## config.mk

```make
export PLATFORM = sky130hd
export DESIGN_NAME = insn_class_dec
export DESIGN_NICKNAME = d
export VERILOG_FILES = /design/src/rtl/mips_defs_pkg.sv /design/src/rtl/insn_class_dec.sv
export SDC_FILE = /design/constraint.sdc
export NUM_CORES = 1
export LEC_CHECK = 0
export ABC_AREA = 1
export ABC_CLOCK_PERIOD_IN_PS = 1200
export CORE_AREA = 2 2 39 41
export DETAILED_ROUTE_END_ITERATION = 8
export DIE_AREA = 0 0 41 43
export PLACE_DENSITY = 0.53
export SLEW_MARGIN = 0
export SYNTH_ARGS = -nofsm -noshare
export SYNTH_HDL_FRONTEND = slang
export SYNTH_SLANG_ARGS = --single-unit
```

## constraint.sdc

```tcl
create_clock -name vclk -period 1.2
set_input_delay 0.24 -clock vclk [all_inputs]
set_output_delay 0.24 -clock vclk [all_outputs]
set_load 0.005 [all_outputs]
```

## src/rtl/mips_defs_pkg.sv

```systemverilog
// Shared MIPS encodings for the multi-cycle controller: opcodes, functs, FSM states,
// datapath select encodings and the one-hot instruction class used by the decoder.
package mips_defs_pkg;

    localparam logic [5:0] OP_RTYPE = 6'b000000;
    localparam logic [5:0] OP_ORI   = 6'b001101;
    localparam logic [5:0] OP_LUI   = 6'b001111;
    localparam logic [5:0] OP_LW    = 6'b100011;
    localparam logic [5:0] OP_SW    = 6'b101011;
    localparam logic [5:0] OP_BEQ   = 6'b000100;
    localparam logic [5:0] OP_J     = 6'b000010;
    localparam logic [5:0] OP_JAL   = 6'b000011;

    localparam logic [5:0] F_ADDU   = 6'b100001;
    localparam logic [5:0] F_SUBU   = 6'b100011;
    localparam logic [5:0] F_JR     = 6'b001000;

    typedef enum logic [3:0] {
        FETCH    = 4'd0,
        DECODE   = 4'd1,
        EXEC     = 4'd2,
        ALU_WB   = 4'd3,
        MEM_ADDR = 4'd4,
        MEM_RD   = 4'd5,
        MEM_WB   = 4'd6,
        MEM_WR   = 4'd7,
        BRANCH   = 4'd8,
        JUMP     = 4'd9
    } state_t;

    localparam logic [1:0] ALU_ADD  = 2'b00;
    localparam logic [1:0] ALU_SUB  = 2'b01;
    localparam logic [1:0] ALU_OR   = 2'b10;

    localparam logic [1:0] EXT_ZERO = 2'b00;
    localparam logic [1:0] EXT_SIGN = 2'b01;
    localparam logic [1:0] EXT_LUI  = 2'b10;

    localparam logic [1:0] RD_RT    = 2'b00;
    localparam logic [1:0] RD_RD    = 2'b01;
    localparam logic [1:0] RD_RA    = 2'b10;

    localparam logic [1:0] WB_ALU   = 2'b00;
    localparam logic [1:0] WB_MEM   = 2'b01;
    localparam logic [1:0] WB_PC    = 2'b10;

    typedef struct packed {
        logic addu;
        logic subu;
        logic ori;
        logic lui;
        logic lw;
        logic sw;
        logic beq;
        logic j;
        logic jal;
        logic jr;
        logic ill;
    } insn_cls_t;

endpackage

```

## src/rtl/insn_class_dec.sv

```systemverilog
// Instruction classifier: opcode/funct to one-hot class, with unsupported encodings as ill.
// Latency: combinational, zero cycles.
// Backpressure: none; pure function of its inputs.
module insn_class_dec
    import mips_defs_pkg::*;
(
    input  logic [5:0] op,
    input  logic [5:0] funct,
    output insn_cls_t  cls
);

    always_comb begin
        cls = '0;
        case (op)
            OP_RTYPE: begin
                case (funct)
                    F_ADDU:  cls.addu = 1'b1;
                    F_SUBU:  cls.subu = 1'b1;
                    F_JR:    cls.jr   = 1'b1;
                    default: cls.ill  = 1'b1;
                endcase
            end
            OP_ORI:  cls.ori = 1'b1;
            OP_LUI:  cls.lui = 1'b1;
            OP_LW:   cls.lw  = 1'b1;
            OP_SW:   cls.sw  = 1'b1;
            OP_BEQ:  cls.beq = 1'b1;
            OP_J:    cls.j   = 1'b1;
            OP_JAL:  cls.jal = 1'b1;
            default: cls.ill = 1'b1;
        endcase
    end

endmodule

```

==> impl_results.md <==
- Final HPWL DP: approximately 600 um
- Cell Rows: 14
- Min cycle time layout: between 1000 and 1500 ps
- Port buffer count: 23
- Min Hold Slack: between 700 and 800 ps
- Initial antenna violation count: 0
- Final Hold Viols: 0
- Final period util: 109%
- # setup viols final: 6
- Crit path max fanout: 5
- Register Area: 0 um2
- DIE AREA: around 1800 um2
- Cell taking the most area after synthesis: nor2_1
- Finished Cell Area: a little under 600 um2
- I/O Pins: 23
- Pre-CTS WS: -819 ps
- CP arrival: ~1100 ps
- GRT overflow: 0
- Clkbuf count: 0
- # DRC: 0
- Max-cap violations: 0
- First-pass GRT wire length: approximately 1400 um
- Inserted Diodes: 0
- Synthesized instance count: 53
- GRT Util Overall: 10.7%
- Fin nets: 100
- Chip width: just over 40 um
- Layout area overhead: 155%
- Setup crit end kind: output pin
- DR WL/cell: 8.44 um
- Ys Warns: 0
- Sequential element share of the synthesized area: 0%
- Core area: 1380 um2
- Yosys cell types: 9
- Outcome: finished with violations
- Worst path slowest cell: nor2_4
- Die Height: approximately 43 um
- Routed vias: 425
- CP max stage delay: around 170 ps
- Least-Margin Pin Slew: approximately 180 ps
- Leak: 0.337 nW
- Placed Area: between 400 and 500 um2
- Iteration-0 DRC Markers: 0
- Worst path cell trace: buf_6 -> nor2_4 -> buf_6 -> nand3_4 -> buf_4 -> nor2_1 -> buf_2
- Peak VDD IR: approximately 0.076 mV
- Syn Area/Cell: between 4 and 5 um2
- Max frequency: around 0.77 GHz
- Sequential cells: 0
- Vias in the first global route: 382
- Synth Net Count: 65
- Largest net degree at the start of global routing: 6
- Proportion of layout cells with a drive suffix above 1: between 50% and 60%
- Synth area leaders: nor2_1, inv_1, nand3_1
- Setup CP Type: input port to output pin
- Pwr Density: roughly 220 nW/um2
- Fillers: roughly 150
- HP Class: input port to output pin
- Dominant cell type by count on the critical path: buf_6
- CP Launch Type: input port
- Routability cong.: between 0.7 and 0.8
- Most common cell in the synthesized netlist: nor2_1
- Total Wirelength: roughly 860 um
- Rel. slew slack: roughly nine tenths
- RSZ-0062 raised after global routing: true
- Slew Limit Fails: 0
- Most instantiated cells after synthesis: nor2_1, inv_1, nand2_1
- Iteration count of the initial detailed-routing pass: 1
- Failing checks: setup timing
- Final WS setup: -105 ps
- Synth top area share: around 31%
- Vias per std cell: 4.17
- Antenna-violating nets left: 0
- Starting Density: about 17%
- Syn Std Cell Area: 229 um2
- CP required: between 900 and 1000 ps
[layout by cell type (no fill, tap or decap), types with 4 or more instances in the layout]
cell type and count:
nand3_2 4, buf_4 8, nor2_1 13, nor2_2 5, buf_2 9, buf_6 6, inv_1 11, nand2_1 6
dlygate4sd2_1 4, clkdlybuf4s15_1 4
[cells by family after synthesis]
logic type,after synthesis,share of synthesized area [%]
buffers and inverters,14,23.0
AND/OR/NAND/NOR,39,77.0
[worst paths after layout]
| check | from | endpoint | slack, ps | cells after the start |
|---|---|---|---|---|
| worst max-delay path | op[5] | cls[9] | -100 | 7 |
| worst min-delay path | op[1] | cls[8] | 750 | 3 |
[what timing repair did]
| item | 4_1_cts | 5_1_grt |
|---|---|---|
| pin swaps | 20 | 6 |
| setup buffers | 7 | 2 |
| gates resized for setup | 92 | 6 |
| endpoints found under the setup margin | 11 | 9 |
| hold buffers | 0 | 0 |
[worst max-delay path: cells and delay by family]
kind          cells  cell delay [ps]
simple gates      3              320
buf+inv           4              500
[layout make-up]
type / count / area, um2 / area share [%]
Tap cell: 16 / 20.0 / 3.43
Inverter: 14 / 52.6 / 9.01
Multi-Input combinational cell: 39 / 246 / 42.3
Timing Repair Buffer: 33 / 264 / 45.3
[metal layers]
layer	part of all wire (%)	global-route usage [%]
met5	0	0
met4	0	0
met3	9.9	2.09
met2	57	20.6
met1	33	11.7
[report_power, final]
| group | internal (mW) | switching [mW] |
|---|---|---|
| sequential | 0 | 0 |
| combinational | 0.0664 | 0.0621 |
| clock | 0 | 0 |
[per-stage QoR]
stage | TNS (ps) | util (%) | instances | power, mW
after floorplan | 0 | - | 53 | 0.0328
after global placement | -7900 | 35.2 | 93 | 0.0984
after detailed placement | -7880 | 35.2 | 93 | 0.0984
after CTS | -104 | 41.0 | 100 | 0.123
after global routing | -808 | 42.1 | 102 | 0.141
final | -428 | 42.1 | 102 | 0.129
Power figures use the tool's default switching activity.
